$ cat src/rtl/conv_bin_bcd_iter_pkg.sv
// Shared types and the add-3 digit correction used by the binary-to-BCD converter.
// Contents: FSM state enum, add-3 constant, ajuste_bcd() helper.
package conv_pkg;

    typedef enum logic [1:0] {
        IDLE,
        SHIFT,
        DONE
    } conv_estado_t;

    localparam logic [3:0] BCD_AJUSTE = 4'd3;

    // A digit >= 5 would become >= 10 after the next doubling,
    // so it is pre-corrected by +3 to carry cleanly into the next digit.
    function automatic logic [3:0] ajuste_bcd(input logic [3:0] d);
        return (d >= 4'd5) ? d + BCD_AJUSTE : d;
    endfunction

endpackage

$ cat src/rtl/conv_bin_bcd_iter_if.sv
// Handshake/data bundle of the binary-to-BCD converter.
// master: start, modo_hex, dato_in -> ; slave: digitos, ovf, busy, done ->.
interface conv_bin_bcd_iter_if #(
    parameter int W_IN  = 14,
    parameter int N_DIG = 4
);
    logic                 start;
    logic                 modo_hex;
    logic [W_IN-1:0]      dato_in;
    logic [4*N_DIG-1:0]   digitos;
    logic                 ovf;
    logic                 busy;
    logic                 done;

    modport master (
        output start, modo_hex, dato_in,
        input  digitos, ovf, busy, done
    );

    modport slave (
        input  start, modo_hex, dato_in,
        output digitos, ovf, busy, done
    );
endinterface

$ cat src/rtl/conv_bin_bcd_iter_digito.sv
// One BCD digit of the add-3 correction stage (combinational).
// Ports: i_dig current nibble, o_dig corrected nibble.
module bcd_ajuste_digito
    import conv_pkg::*;
(
    input  logic [3:0] i_dig,
    output logic [3:0] o_dig
);

    assign o_dig = ajuste_bcd(i_dig);

endmodule

$ cat src/rtl/conv_bin_bcd_iter.sv
// Sequential double-dabble binary-to-BCD converter, one bit per clock, plus hex passthrough.
// Ports: clk, rst (async, active-high), bus (slave: start/modo_hex/dato_in in; digitos/ovf/busy/done out).
module conv_bin_bcd_iter
    import conv_pkg::*;
#(
    parameter int W_IN  = 14,
    parameter int N_DIG = 4
) (
    input  logic                clk,
    input  logic                rst,
    conv_bin_bcd_iter_if.slave  bus
);

    localparam int W_ACC = 4 * N_DIG;
    localparam int W_CNT = $clog2(W_IN + 1);
    localparam int W_EXT = (W_IN > W_ACC) ? W_IN : W_ACC;

    conv_estado_t       r_estado;
    conv_estado_t       w_sig;

    logic [W_IN-1:0]    r_bin;
    logic [W_ACC-1:0]   r_acc;
    logic [W_CNT-1:0]   r_cnt;
    logic               r_ovf_int;
    logic [W_ACC-1:0]   r_dig;
    logic               r_ovf;

    logic [W_ACC-1:0]   w_adj;
    logic [W_ACC-1:0]   w_sh_acc;
    logic               w_sh_ovf;
    logic [W_EXT-1:0]   w_ext;
    logic               w_hex_ovf;
    logic               w_acepta;
    logic               w_ultimo;

    for (genvar g = 0; g < N_DIG; g++) begin : g_dig
        bcd_ajuste_digito u_dig (
            .i_dig (r_acc[4*g +: 4]),
            .o_dig (w_adj[4*g +: 4])
        );
    end

    // The bit leaving the top digit is a carry into a digit we do not keep.
    assign w_sh_acc = {w_adj[W_ACC-2:0], r_bin[W_IN-1]};
    assign w_sh_ovf = w_adj[W_ACC-1];

    assign w_ext     = W_EXT'(bus.dato_in);
    assign w_hex_ovf = |(w_ext >> W_ACC);

    assign w_acepta = bus.start && (r_estado != SHIFT);
    assign w_ultimo = (r_cnt == W_CNT'(1));

    always_ff @(posedge clk or posedge rst) begin
        if (rst) begin
            r_estado <= IDLE;
        end else begin
            r_estado <= w_sig;
        end
    end

    always_comb begin
        w_sig = r_estado;
        unique case (r_estado)
            IDLE, DONE: begin
                if (bus.start) begin
                    w_sig = bus.modo_hex ? DONE : SHIFT;
                end else begin
                    w_sig = IDLE;
                end
            end
            SHIFT: begin
                if (w_ultimo) begin
                    w_sig = DONE;
                end
            end
            default: w_sig = IDLE;
        endcase
    end

    always_ff @(posedge clk or posedge rst) begin
        if (rst) begin
            r_bin     <= '0;
            r_acc     <= '0;
            r_cnt     <= '0;
            r_ovf_int <= 1'b0;
            r_dig     <= '0;
            r_ovf     <= 1'b0;
        end else if (w_acepta) begin
            r_bin     <= bus.dato_in;
            r_acc     <= '0;
            r_ovf_int <= 1'b0;
            if (bus.modo_hex) begin
                r_cnt <= '0;
                r_dig <= w_ext[W_ACC-1:0];
                r_ovf <= w_hex_ovf;
            end else begin
                r_cnt <= W_CNT'(W_IN);
            end
        end else if (r_estado == SHIFT) begin
            r_acc     <= w_sh_acc;
            r_bin     <= r_bin << 1;
            r_cnt     <= r_cnt - W_CNT'(1);
            r_ovf_int <= r_ovf_int | w_sh_ovf;
            if (w_ultimo) begin
                r_dig <= w_sh_acc;
                r_ovf <= r_ovf_int | w_sh_ovf;
            end
        end
    end

    assign bus.digitos = r_dig;
    assign bus.ovf     = r_ovf;
    assign bus.busy    = (r_estado == SHIFT);
    assign bus.done    = (r_estado == DONE);

endmodule

$ cat src/flat_wrapper.sv
// flat-port wrapper written by rule: the top's interface ports become plain ports
module conv_bin_bcd_iter_flat import conv_pkg::*;
#(
    parameter int W_IN  = 14,
    parameter int N_DIG = 4
)
  (clk, rst, bus_start, bus_modo_hex, bus_dato_in, bus_digitos, bus_ovf, bus_busy, bus_done);
  conv_bin_bcd_iter_if #(.W_IN(W_IN), .N_DIG(N_DIG)) bus_i ();
  input  logic clk;
  input  logic rst;
  input wire logic [$bits(bus_i.start)-1:0] bus_start;
  input wire logic [$bits(bus_i.modo_hex)-1:0] bus_modo_hex;
  input wire logic [$bits(bus_i.dato_in)-1:0] bus_dato_in;
  output wire logic [$bits(bus_i.digitos)-1:0] bus_digitos;
  output wire logic [$bits(bus_i.ovf)-1:0] bus_ovf;
  output wire logic [$bits(bus_i.busy)-1:0] bus_busy;
  output wire logic [$bits(bus_i.done)-1:0] bus_done;
  assign bus_i.start = bus_start;
  assign bus_i.modo_hex = bus_modo_hex;
  assign bus_i.dato_in = bus_dato_in;
  assign bus_digitos = bus_i.digitos;
  assign bus_ovf = bus_i.ovf;
  assign bus_busy = bus_i.busy;
  assign bus_done = bus_i.done;
  conv_bin_bcd_iter #(.W_IN(W_IN), .N_DIG(N_DIG)) u_core (.clk(clk), .rst(rst), .bus(bus_i));
endmodule
$ cat config.mk
export PLATFORM = sky130hd
export DESIGN_NAME = conv_bin_bcd_iter_flat
export DESIGN_NICKNAME = d
export VERILOG_FILES = /design/src/rtl/conv_bin_bcd_iter_pkg.sv /design/src/rtl/conv_bin_bcd_iter_if.sv /design/src/rtl/conv_bin_bcd_iter_digito.sv /design/src/rtl/conv_bin_bcd_iter.sv /design/src/flat_wrapper.sv
export SDC_FILE = /design/constraint.sdc
export NUM_CORES = 1
export LEC_CHECK = 0
export ABC_AREA = 1
export BUFFER_PORTS_ARGS = -buffer_cell sky130_fd_sc_hd__clkbuf_2
export CAP_MARGIN = 20
export CORE_ASPECT_RATIO = 0.75
export CORE_MARGIN = 2
export CORE_UTILIZATION = 26
export CTS_CLUSTER_DIAMETER = 60
export DETAILED_ROUTE_END_ITERATION = 8
export PLACE_DENSITY = 0.43
export SETUP_SLACK_MARGIN = 0.3
export SLEW_MARGIN = 20
export SYNTH_ARGS = -nofsm -noshare
export SYNTH_HDL_FRONTEND = slang
export SYNTH_SLANG_ARGS = --single-unit
$ cat constraint.sdc
create_clock -name clk -period 2.5 [get_ports clk]
set_input_delay 0.5 -clock clk [delete_from_list [all_inputs] [get_ports clk]]
set_output_delay 0.5 -clock clk [all_outputs]
set_load 0.02 [all_outputs]
## Yosys cells after proc, flatten, opt, wreduce, memory -nomap -nowiden

Cells that the tools add are included.

| cells by class | value |
|---|---|
| add/sub/neg operators | 5 |
| order comparisons | 4 |
| equal/unequal tests | 6 |
| mux-type cells | 25 |
| bitwise logic cells | 1 |
| reductions and logical operators | 6 |

Operators by type and width:

| kind | count |
|---|---|
| 16-bit 2-to-1 mux | 6 |
| 14-bit 2-to-1 mux | 2 |
| 4-bit 2-to-1 mux | 7 |
| 4-bit by 2-bit adder with 4-bit output, second input constant | 4 |
| 4-bit by 3-bit greater-or-equal comparator with 1-bit output, second input constant | 4 |
| 1-bit 2-to-1 mux | 6 |
| 2-bit 2-to-1 mux | 3 |
| 4-bit by 1-bit == test with 1-bit output, second input constant | 1 |
| 2-bit by 1-bit inequality test with 1-bit output, second input constant | 2 |
| 2-bit one-hot mux with 2 select lines | 1 |
| 2-bit nonzero test | 2 |
| 4-bit by 1-bit subtractor with 4-bit output, second input constant | 1 |
| 3-bit AND reduction | 1 |
| 2-bit by 1-bit == test with 1-bit output, second input constant | 1 |
| 2-bit == test, second input constant | 1 |
| 2-bit zero test | 1 |
| 2-bit inequality test, second input constant | 1 |
| 2-bit OR reduction | 1 |
| 1-bit logical AND | 1 |
| 1-bit OR | 1 |

| word-level totals | value |
|---|---|
| bits in registers | 54 |
| bits of input ports | 18 |
| output and inout port bits | 19 |

## Depth between registers and ports, before layout

Gate-level depths: netlist of run 1.

| logic depth | value |
|---|---|
| depth in word-level cells | 6 |
| gate-level depth with buffers | 9 |
| depth with buffers taken out | 9 |

## By module

A second synthesis of run 1 with hierarchy kept.

| unflattened totals | value |
|---|---|
| cell total of the unflattened synthesis | 364 |
| area, all modules | 2,875.3 um2 |

By module, submodules not included:

| module | times used | cells each | area an instance (um2) |
|---|---|---|---|
| conv_bin_bcd_iter | 1 | 272 | 2,334.7 |
| bcd_ajuste_digito | 4 | 23 | 135.1 |

## Worst setup path after synthesis of run 1

No wires, ideal clock.

| path | value |
|---|---|
| path type | register to register |
| start point | register u_core.r_cnt[1] |
| end point | register u_core.r_dig[1] (netlist: u_core.bus.digitos[1]) |
| data arrival time | 1.217 ns |
| setup slack | 1.163 ns |
| cell stages (with the launch flop) | 9 |
| period minus slack after synthesis | 1.337 ns |
| path through | dfrtp_1 -> inv_1 -> ha_1 -> nand3_1 -> nand2_1 -> nand2_4 -> buf_4 -> nor2_1 -> a21oi_2 |

| between the ends | value |
|---|---|
| longest elaborated chain between the ends | 3 |

Ends and longest elaborated chain:

| what | line | RTL |
|---|---|---|
| from (decl) | conv_bin_bcd_iter.sv:23 | `logic [W_CNT-1:0] r_cnt;` |
| from (signal assigned) | conv_bin_bcd_iter.sv:97 | `r_cnt <= W_CNT'(W_IN);` |
| from (signal assigned) | conv_bin_bcd_iter.sv:102 | `r_cnt <= r_cnt - W_CNT'(1);` |
| 4-bit by 1-bit == test with 1-bit output | conv_bin_bcd_iter.sv:51 | `assign w_ultimo = (r_cnt == W_CNT'(1));` |
| 2-bit nonzero test (no source line) | - |  |
| 3-bit AND reduction (no source line) | - |  |
| to (signal assigned) | conv_bin_bcd_iter.sv:94 | `r_dig <= w_ext[W_ACC-1:0];` |
| to (signal assigned) | conv_bin_bcd_iter.sv:105 | `r_dig <= w_sh_acc;` |
| to (decl) | conv_bin_bcd_iter.sv:25 | `logic [W_ACC-1:0] r_dig;` |

Every way passes these cells.
A chain may end at the register's enable or synchronous reset.

## Worst setup path after layout of run 1

| path | value |
|---|---|
| start point | register u_core.r_estado[1] |
| end point | register u_core.r_dig[0] (netlist: u_core.bus.digitos[0]) |

| between the ends | value |
|---|---|
| longest elaborated chain between the ends | 4 |
| elaborated cells on any way between the ends | 8 |
| classes of those cells | eq/ne: 3; mux: 1; reduce/logical: 4 |

Ends and longest elaborated chain:

| what | line | RTL |
|---|---|---|
| from (decl) | conv_bin_bcd_iter.sv:18 | `conv_estado_t r_estado;` |
| from (signal assigned) | conv_bin_bcd_iter.sv:57 | `r_estado <= w_sig;` |
| 2-bit by 1-bit inequality test with 1-bit output | conv_bin_bcd_iter.sv:50 | `assign w_acepta = bus.start && (r_estado != SHIFT);` |
| 1-bit logical AND | conv_bin_bcd_iter.sv:50 |  |
| 2-bit inequality test (no source line) / 2-bit nonzero test (equally long branches) | - |  |
| 3-bit AND reduction (no source line) | - |  |

Several ways; a longest one is shown, not always the timed one.

==> results of run 1 <==
## power by group
| group | switching, W | internal [W] | leakage, nW |
|---|---|---|---|
| Clock | 0.000311 | 0.000474 | 0.0781 |
| Combinational | 0.00113 | 0.000552 | 0.897 |
| Sequential | 0.000235 | 0.00123 | 0.670 |
| Total | 0.00168 | 0.00226 | 1.65 |
## cell type report
cell class | instances | area (um2)
fillers | 1107 | 7070
flip-flops and latches | 54 | 1350
multi-input cells | 237 | 1190
repair buffers | 40 | 223
well taps | 136 | 170
inverters | 42 | 160
clock buffers | 7 | 133
clock inverters | 1 | 30.0
## path summary, 6_finish.rpt
kind	start	to	slack (ns)	cells after the start
worst min register to register	u_core.r_acc[9]	u_core.r_acc[9]	0.49	2
min in group clk	bus_modo_hex	u_core.r_cnt[2]	0.42	2
worst min-delay path	rst	u_core.bus.digitos[4]	0.24	3
max in group asynchronous	rst	u_core.r_acc[10]	2.01	3
worst max-delay path	u_core.r_estado[1]	u_core.bus.digitos[0]	0.69	8
worst max register to register	u_core.r_estado[1]	u_core.bus.digitos[0]	0.69	8
## routing by layer
layer,vias to the layer above,routed length [um]
met5,-,0
met4,0,27
met3,5,449
met2,72,2760
met1,1075,3770
li1,1203,-
## cells in the final DEF, fill, tap and decap left out
master	count
nand4_1	12
buf_4	3
nor2_2	1
bufinv_16	1
clkbuf_16	5
or2_1	1
ha_1	10
nand3_1	20
nand2_1	78
xor2_1	1
o211ai_1	3
o22ai_1	12
nor2_1	47
inv_2	4
o21ai_0	22
a21oi_1	18
nand2_4	2
inv_1	37
nor2_4	1
a21oi_2	3
clkbuf_1	2
a22oi_1	2
o21ai_2	1
dfrtp_1	54
inv_4	1
buf_12	1
clkbuf_2	36
nand2_2	1
o21ai_1	2
## per-stage QoR
stage / worst slack (ns) / utilization / instance area, um2 / hold slack, ns
floorplan: 0.685 / - / 2760 / 0.449
global route: 0.406 / 0.315 / 3260 / 0.259
detailed placement: 0.703 / 0.299 / 3090 / 0.472
CTS: 0.686 / 0.315 / 3260 / 0.256
global placement: 0.698 / 0.299 / 3090 / 0.471
finish: 0.689 / 0.315 / 3260 / 0.240
## cell families after synthesis
logic type                 count (synthesis)  share of synthesized area
buffers and inverters                     53                     0.0806
adders and majority gates                 10                     0.0453
AOI/OAI and AO/OA                         63                      0.130
and+or+nand+nor                          163                      0.252
xor gates and xnor gates                   1                    0.00317
DFF                                       54                      0.489
## worst max-delay path, stage by stage, from the launching register on
cell and delay [ns]:
dfrtp_1 0.38, inv_1 0.08, nand2_2 0.32, nand2_4 0.22, inv_1 0.39, nand2_1 0.12, o21ai_0 0.11, nand2_1 0.07
nand2_1 0.06
## state kept, by name, indices dropped and copies added, names as in the netlist
| signal | flops |
|---|---|
| u_core.r_cnt | 4 |
| u_core.bus.digitos | 16 |
| u_core.r_bin | 14 |
| u_core.r_ovf_int | 1 |
| u_core.r_estado | 2 |
| u_core.r_acc | 16 |
| u_core.bus.ovf | 1 |
==> run summary, run 1 <==
status = completed
DR WL/cell = 13.6 um
yosys warns = 0
flip-flop and latch count after synthesis = 54
post-CTS setup buffers = 0
worst clock skew = 0.00357 ns
RSZ-0062 raised after global routing = false
met3 GRT Util = 0.0329
Mapped Cells = 344
drt pass-1 iters = 5
Netlist cell types = 27
fraction of layout cells with a size suffix above 1 = 0.157
met1 Track Usage GR = 0.204
first-pass GRT wire length = 11500 um
clock transition at the registers of the reported paths = 0.07 ns
Post-synth top cells = nand2_1 (78), dfrtp_1 (54), nor2_1 (47), inv_1 (38), o21ai_0 (22)
vias per std cell = 4.56
most common cell in the netlist = nand2_1
Syn Nets = 372
total clock buffers created by CTS = 5
Starting DRT DRC Count = 159
Worst setup SP type = flop
via count = 2355
# IOs = 37
min-delay worst type = in2async
# H-tree levels = 2
area leader, netlist = dfrtp_1
Max Transition Viols Final = 0
number of nets in the layout = 408
Residual DRC = 0
# rows = 32
syn_area_per_cell = 8.03 um2
Final Non-Filler Cells = 517
die area = 0.0115 mm2
diode count = 0
Clock Path Buffers = 2
PD cells = 1210 mW/mm2
Starting Density = 0.267
dpl cells = 509
Detail Placement HPWL = 4990 um
Die Y-Extent = 93.3 um
# setup viols final = 0
Die Span X = 123 um
number of global-route vias before repair = 2174
hold_buf cts = 0
Synth async-reset ratio = 1.00
critical path type = reg2reg
CORE AREA = 0.0103 mm2
CP Max Fanout = 18
top area cells in the synthesized netlist = dfrtp_1 (49%), nand2_1 (11%), nor2_1 (6.4%), inv_1 (5.2%), ha_1 (4.5%)
Pwr Total = 0.00394 W
P_leak = 1.65 nW
Peak VDD IR = 0.470 mV
CTS tree = yes
part of the cycle the worst path needs = 0.724
largest net degree at the start of global routing = 55
Worst Tran Pin Value = 0.431 ns
layer with the highest usage = met1
Synth Flop Type = dfrtp_1
Post-Syn Area = 0.00276 mm2
total wire length = 7010 um
Critical Path RT = 2.73 ns
gr usage total = 0.129
initial antenna violation count = 0
Final min period = 1.81 ns
post-cts sizing count = 0
Max-Cap Viols = 0
crit end category = flop
met2 Track Usage GR = 0.174
CTS sink cnt = 54
f_max = 0.552 GHz
PortBufs = 36
post-route ant nets = 0
Arrival @ worst endpoint = 2.04 ns
Post-synth EDFFs = 0
clock latency on the worst-skew pair = 0.29 ns
sequential area share after synthesis = 0.489
gpl congestion = 0.771
Slew HR = 0.713
grt ovf = 0
Final Hold Viols = 0
root buffer cell = clkbuf_16
area grow syn2layout = 17.8%
final setup TNS = 0 ns
Yosys top cell area share = 0.489
Note: power is estimated with default switching activity, not from simulation.
==> run 2: changes to the inputs <==
Settings changed: ABC_AREA 1 to 0, PLACE_DENSITY 0.43 to 0.45.
Clock period 2.5 ns to 1.45 ns, I/O delays scaled along.
==> run 2 against run 1 <==
Against the previous run:
- critical path type unchanged
- synthesized cell count is 15% lower
- maximum frequency increased by 9.0%
- wire length rose by 22%
- utilization rose by 14 points
- global-route usage rose by 2.0 points
- cell count grew 3.9%
- power up 110%
- the run now ends with negative setup slack left
- synthesized area grew 2.3%
- combinational power increased to 2.8 times the previous value
==> run summary, run 2 <==
Max-Cap Viols = 0 (unchanged)
Yosys top cell area share = 0.478 (was 0.489)
xor and xnor area share after synthesis = 0.0186 (was 0.00317)
part of the cycle the worst path needs = 1.15 (was 0.724)
# IOs = 37 (unchanged)
RR Startpoint = u_core.r_cnt[1] (was u_core.r_estado[1])
RSZ-0062 raised after global routing = true (was false)
register area = 0.00136 mm2 (was 0.00135 mm2)
top area cells in the synthesized netlist = dfrtp_1 (48%), o21ai_0 (7.6%), mux2i_1 (5.7%), nand2_1 (4.8%), ha_1 (4.4%) (was dfrtp_1 (49%), nand2_1 (11%), nor2_1 (6.4%), inv_1 (5.2%), ha_1 (4.5%))
min-delay worst type = in2async (unchanged)
Mapped Cells = 292 (was 344)
status = finished, violations left (was completed)
gr usage total = 0.149 (was 0.129)
clock latency on the worst-skew pair = 0.30 ns (was 0.29 ns)
Residual DRC = 0 (unchanged)
Syn Nets = 320 (was 372)
critical path type = reg2reg (unchanged)
post-synthesis simple-gate area fraction = 0.154 (was 0.252)
dpl cells = 489 (was 509)
Max Transition Viols Final = 0 (unchanged)
Final Non-Filler Cells = 537 (was 517)
number of global-route vias before repair = 2463 (was 2174)
flip-flop and latch count after synthesis = 54 (unchanged)
Clock Path Buffers = 2 (unchanged)
largest family of logic cells by synthesized area = compound AO/OA/AOI/OAI gates (was simple AND/OR/NAND/NOR gates)
Worst setup SP type = flop (unchanged)
Multi-input gate area = 0.00189 mm2 (was 0.00119 mm2)
Netlist cell types = 38 (was 27)
largest net degree at the start of global routing = 36 (was 55)
CTS sink cnt = 54 (unchanged)
reg-to-reg endpoint = u_core.bus.digitos[10] (was u_core.bus.digitos[0])
Arrival @ worst endpoint = 1.89 ns (was 2.04 ns)
uppermost layer routed = met4 (unchanged)
Die Span X = 124 um (was 123 um)
R2R depth = 8 (unchanged)
Peak VDD IR = 0.745 mV (was 0.470 mV)
f_max = 0.602 GHz (was 0.552 GHz)
vias per std cell = 4.67 (was 4.56)
Starting DRT DRC Count = 106 (was 159)
first-pass GRT wire length = 13600 um (was 11500 um)
die area = 0.0117 mm2 (was 0.0115 mm2)
grt ovf = 0 (unchanged)
initial antenna violation count = 0 (unchanged)
PortBufs = 36 (unchanged)
Synth Flop Type = dfrtp_1 (unchanged)
PD cells = 1790 mW/mm2 (was 1210 mW/mm2)
Compound-Gate Fraction of Synth Area = 0.165 (was 0.130)
final instance area = 0.00472 mm2 (was 0.00326 mm2)
Final Hold Viols = 0 (unchanged)
hold_buf cts = 0 (unchanged)
commonest non-fill, non-tap cells in the layout = buf_4 (52), dfrtp_1 (51), buf_6 (34) (was nand2_1 (78), dfrtp_1 (54), nor2_1 (47))
area grow syn2layout = 67.2% (was 17.8%)
Synth Area in Adders = 0.0443 (was 0.0453)
failing checks = negative setup slack
Pwr Total = 0.00845 W (was 0.00394 W)
Post-synth EDFFs = 0 (unchanged)
via count = 2507 (was 2355)
met3 wire length = 285 um (was 449 um)
crit end category = flop (unchanged)
commonest non-fill, non-tap cell in the layout = buf_4 (was nand2_1)
number of nets in the layout = 428 (was 408)
most common cell in the netlist = dfrtp_1 (was nand2_1)
worst reg2reg setup slack = -0.21 ns (was 0.69 ns)
drt pass-1 iters = 4 (was 5)
Post-Syn Area = 0.00283 mm2 (was 0.00276 mm2)
Met2 Routed Length = 3970 um (was 2760 um)
yosys warns = 0 (unchanged)
Synth async-reset ratio = 1.00 (unchanged)
diode count = 0 (unchanged)
Post-synth top cells = dfrtp_1 (54), o21ai_0 (43), nand2_1 (36), a21oi_1 (19), mux2i_1 (16) (was nand2_1 (78), dfrtp_1 (54), nor2_1 (47), inv_1 (38), o21ai_0 (22))
Final min period = 1.66 ns (was 1.81 ns)
sequential area share after synthesis = 0.478 (was 0.489)
clock transition at the registers of the reported paths = 0.07 ns (about the same)
CP Max Fanout = 2 (was 18)
DR WL/cell = 15.9 um (was 13.6 um)
syn_area_per_cell = 9.68 um2 (was 8.03 um2)
Critical Path RT = 1.67 ns (was 2.73 ns)
gpl congestion = 0.729 (was 0.771)
P_leak = 2.10 nW (was 1.65 nW)
fraction of layout cells with a size suffix above 1 = 0.591 (was 0.157)
mux cell area share after synthesis = 0.0885 (was 0)
CORE AREA = 0.0105 mm2 (was 0.0103 mm2)
wl on met1 = 4210 um (was 3770 um)
area leader, netlist = dfrtp_1 (unchanged)
setup ws final = -0.211 ns (was 0.689 ns)
# setup viols final = 17 (was 0)
root buffer cell = clkbuf_16 (unchanged)
Placement Cell Area = 0.00361 mm2 (was 0.00309 mm2)
Worst Tran Pin Value = 0.401 ns (was 0.431 ns)
CTS tree = yes (unchanged)
# H-tree levels = 2 (unchanged)
# rows = 32 (unchanged)
total clock buffers created by CTS = 5 (unchanged)
Slew HR = 0.733 (was 0.713)
Starting Density = 0.270 (was 0.267)
post-route ant nets = 0 (unchanged)
worst clock skew = 0.00262 ns (was 0.00357 ns)
# fillers = 969 (was 1107)
Detail Placement HPWL = 5770 um (was 4990 um)
Die Y-Extent = 94.3 um (was 93.3 um)
total wire length = 8540 um (was 7010 um)
post-layout util = 0.452 (was 0.315)
==> run 2: cell count changes in the layout (fill, tap and decap cells not counted), sizes merged, moves of 15 or more <==
| cell | before | now |
|---|---|---|
| buf | 4 | 97 |
| inv | 42 | 14 |
| clkbuf | 43 | 28 |
| mux2i | 0 | 17 |
| o21ai | 25 | 43 |
| nand2 | 81 | 36 |
| nor2 | 49 | 10 |
==> run 2: layer usage <==
metal | GRT usage | up-vias
met2 | 0.235 | 31
met3 | 0.0308 | 7
met1 | 0.211 | 1221
met4 | 0.0337 | 0
met5 | 0 | -
li1 | - | 1248
==> run 2: worst max path at each step <==
stage / start / end / depth (start not counted)
after global routing: u_core.r_cnt[1] / u_core.bus.digitos[10] / 8
after detailed placement: u_core.r_cnt[1] / u_core.bus.digitos[1] / 7
final: u_core.r_cnt[1] / u_core.bus.digitos[10] / 8
after floorplan: u_core.r_cnt[1] / u_core.bus.digitos[0] / 7
after CTS: u_core.r_cnt[1] / u_core.bus.digitos[1] / 7
after global placement: u_core.r_cnt[1] / u_core.bus.digitos[0] / 7
==> run 2: logic make-up after synthesis <==
family,count (synthesis)
xor+xnor,6
simple gates,86
flops,54
fa+ha+maj,10
buf+inv,32
compound gates,81
mux,23
==> run 2: repair_timing <==
action | in CTS | in global routing
buffers inserted | 17 | 22
cloned | 1 | 0
pin swaps | 25 | 14
setup endpoints to repair | 60 | 73
resized for setup | 88 | 107
==> run 2: final cells by class <==
class                           instances  area share
Inverter                               15      0.0143
Clock inverter                          1     0.00106
Multi-Input combinational cell        206       0.399
Tap cell                              136      0.0360
Sequential cell                        54       0.287
Clock buffer                            7      0.0302
Timing Repair Buffer                  118       0.232
==> run 2: where the power goes <==
part	internal, W	leakage, nW	switching [W]
logic	0.00250	1.34	0.00222
registers	0.00201	0.688	0.000465
clock network	0.000687	0.0739	0.000563
total	0.00520	2.10	0.00325
==> run 2: critical path, stage by stage (launching register included) <==
cell	delay (ns)
dfrtp_1	0.40
inv_2	0.09
ha_4	0.12
or3b_4	0.39
mux2i_4	0.19
buf_4	0.16
buf_6	0.09
o21ai_1	0.05
a21oi_1	0.11
==> run 2: through the flow <==
stage          hold WS [ns]  setup TNS [ns]  setup WS (ns)
3_3_place_gp          0.341           -1.76         -0.134
5_1_grt              0.0337           -3.64         -0.262
4_1_cts              0.0215           -2.09         -0.168
6_report             0.0209           -2.16         -0.211
3_5_place_dp          0.344           -2.24         -0.177
2_1_floorplan         0.358           -1.00         -0.143
==> run 3: changes to the inputs <==
Settings changed: CELL_PAD_IN_SITES_DETAIL_PLACEMENT set to 0, CELL_PAD_IN_SITES_GLOBAL_PLACEMENT set to 1, PLACE_DENSITY 0.45 to 0.54.
==> run 3 against run 2 <==
Against the previous run:
- the run still ends with negative setup slack left
- non-clock buffer count up 10
- utilization up 1.7 points
- maximum frequency up 0.99%
- hold slack better by 0.015 ns
- global-route usage up 0.70 points
- critical endpoint is now u_core.bus.digitos[11]
- largest cell class unchanged
- largest power group unchanged
- highest routed layer unchanged
==> run summary, run 3 (synthesis gave the netlist of run 2 again) <==
f_max = 0.608 GHz (was 0.602 GHz)
CP cell instances = inv_2 -> ha_4 -> or3b_4 -> mux2i_4 -> buf_4 -> nor2_1 -> a21oi_1 (was inv_2 -> ha_4 -> or3b_4 -> mux2i_4 -> buf_4 -> buf_6 -> o21ai_1 -> a21oi_1)
area grow syn2layout = 73.3% (was 67.2%)
Die Span X = 124 um (unchanged)
CP Max Fanout = 5 (was 2)
Worst setup SP type = flop (unchanged)
number of global-route vias before repair = 2606 (was 2463)
crit-path max cell delay = 0.39 ns (was 0.40 ns)
part of the cycle the worst path needs = 1.13 (was 1.15)
DR WL/cell = 16.4 um (was 15.9 um)
Starting DRT DRC Count = 96 (was 106)
largest net degree at the start of global routing = 55 (was 36)
total clock buffers created by CTS = 5 (unchanged)
diode count = 0 (unchanged)
failing checks = negative setup slack (unchanged)
final instance area = 0.00490 mm2 (was 0.00472 mm2)
grt ovf = 0 (unchanged)
CORE AREA = 0.0105 mm2 (unchanged)
Placement Cell Area = 0.00359 mm2 (was 0.00361 mm2)
commonest non-fill, non-tap cell in the layout = buf_4 (unchanged)
Worst Path Buf+Inv = 2 (was 3)
status = finished, violations left (unchanged)
first-pass GRT wire length = 14100 um (was 13600 um)
Die Y-Extent = 94.3 um (unchanged)
die area = 0.0117 mm2 (unchanged)
gpl congestion = 0.750 (was 0.729)
reg-to-reg endpoint = u_core.bus.digitos[11] (was u_core.bus.digitos[10])
Max Transition Viols Final = 0 (unchanged)
Worst Tran Pin Value = 0.442 ns (was 0.401 ns)
RR Startpoint = u_core.r_cnt[1] (unchanged)
final setup TNS = -2.42 ns (was -2.16 ns)
root buffer cell = clkbuf_16 (unchanged)
Clock Path Buffers = 2 (unchanged)
dpl cells = 488 (was 489)
vias per std cell = 4.70 (was 4.67)
Peak VDD IR = 0.852 mV (was 0.745 mV)
Slew HR = 0.705 (was 0.733)
# fillers = 974 (was 969)
initial antenna violation count = 0 (unchanged)
P_leak = 2.18 nW (was 2.10 nW)
PD cells = 1850 mW/mm2 (was 1790 mW/mm2)
Starting Density = 0.270 (unchanged)
Critical Path RT = 1.67 ns (about the same)
pre-CTS setup slack = -0.193 ns (was -0.177 ns)
Final Hold Viols = 0 (unchanged)
worst reg2reg setup slack = -0.19 ns (was -0.21 ns)
commonest non-fill, non-tap cells in the layout = buf_4 (56), dfrtp_1 (51), buf_6 (34) (was buf_4 (52), dfrtp_1 (51), buf_6 (34))
# setup viols final = 16 (was 17)
Hold Worst Slack = 0.0364 ns (was 0.0209 ns)
CTS tree = yes (unchanged)
Final Non-Filler Cells = 547 (was 537)
clock latency on the worst-skew pair = 0.30 ns (about the same)
Critical-path top delay cell = dfrtp_1 (unchanged)
worst clock skew = 0.00419 ns (was 0.00262 ns)
setup ws final = -0.195 ns (was -0.211 ns)
hold_buf cts = 0 (unchanged)
clock transition at the registers of the reported paths = 0.07 ns (about the same)
via count = 2572 (was 2507)
R2R depth = 7 (was 8)
gr usage total = 0.156 (was 0.149)
number of nets in the layout = 439 (was 428)
post-route ant nets = 0 (unchanged)
PortBufs = 36 (unchanged)
# IOs = 37 (unchanged)
Arrival @ worst endpoint = 1.87 ns (was 1.89 ns)
total wire length = 8960 um (was 8540 um)
Final min period = 1.64 ns (was 1.66 ns)
drt pass-1 iters = 4 (unchanged)
Residual DRC = 0 (unchanged)
min-delay worst type = in2async (unchanged)
crit end category = flop (unchanged)
RSZ-0062 raised after global routing = true (unchanged)
delay-heaviest family, CP = simple AND/OR/NAND/NOR gates (was flip-flops)
critical path type = reg2reg (unchanged)
# H-tree levels = 2 (unchanged)
CTS sink cnt = 54 (unchanged)
fraction of layout cells with a size suffix above 1 = 0.606 (was 0.591)
# rows = 32 (unchanged)
Detail Placement HPWL = 5930 um (was 5770 um)
Max-Cap Viols = 0 (unchanged)
-- run 3: report_power, final --
group	switching, W	internal [W]	total (W)	leakage (nW)
clock network	0.000563	0.000627	0.00119	0.0694
logic	0.00240	0.00297	0.00538	1.42
registers	0.000463	0.00201	0.00248	0.689
total	0.00343	0.00561	0.00904	2.18
-- run 3: metal layers --
| layer | vias to the layer above | track usage | routed length [um] |
|---|---|---|---|
| met1 | 1265 | 0.215 | 4500 |
| li1 | 1261 | - | - |
| met3 | 10 | 0.0353 | 273 |
| met2 | 36 | 0.250 | 4090 |
| met5 | - | 0 | 0 |
| met4 | 0 | 0.0375 | 95 |
-- run 3: worst min-delay path, stage by stage --
cell and delay, ns:
clkbuf_2 0.10, clkinvlp_4 0.07, buf_12 0.26
-- run 3: how the worst max path moves through the flow --
stage | cells after the start | start | to | slack, ns
after floorplan | 7 | u_core.r_cnt[1] | u_core.bus.digitos[0] | -0.14
after global placement | 7 | u_core.r_cnt[1] | u_core.bus.digitos[9] | -0.14
after detailed placement | 7 | u_core.r_cnt[1] | u_core.bus.digitos[10] | -0.19
after CTS | 7 | u_core.r_cnt[1] | u_core.bus.digitos[9] | -0.15
after global routing | 7 | u_core.r_cnt[1] | u_core.bus.digitos[11] | -0.26
final | 7 | u_core.r_cnt[1] | u_core.bus.digitos[11] | -0.19
-- run 3: area by class of cell --
cell class              instances  area (um2)  area share
repair buffers                128        1230       0.252
multi-input cells             207        1940       0.396
flip-flops and latches         54        1360       0.277
well taps                     136         170      0.0347
inverters                      15        67.6      0.0138
clock inverters                 2        10.0     0.00204
clock buffers                   5         125      0.0255
-- run 3: per-stage QoR --
step	total power, W	util
finish	0.00904	0.469
global route	0.00957	0.469
CTS	0.00826	0.429
detailed placement	0.00526	0.343
global placement	0.00522	0.343
floorplan	0.00428	-
-- run 3: timing repair --
action	in CTS	in global routing
pin swaps	27	17
setup buffers	33	14
gates resized for setup	121	89
cloned	3	2
setup endpoints to repair	63	71
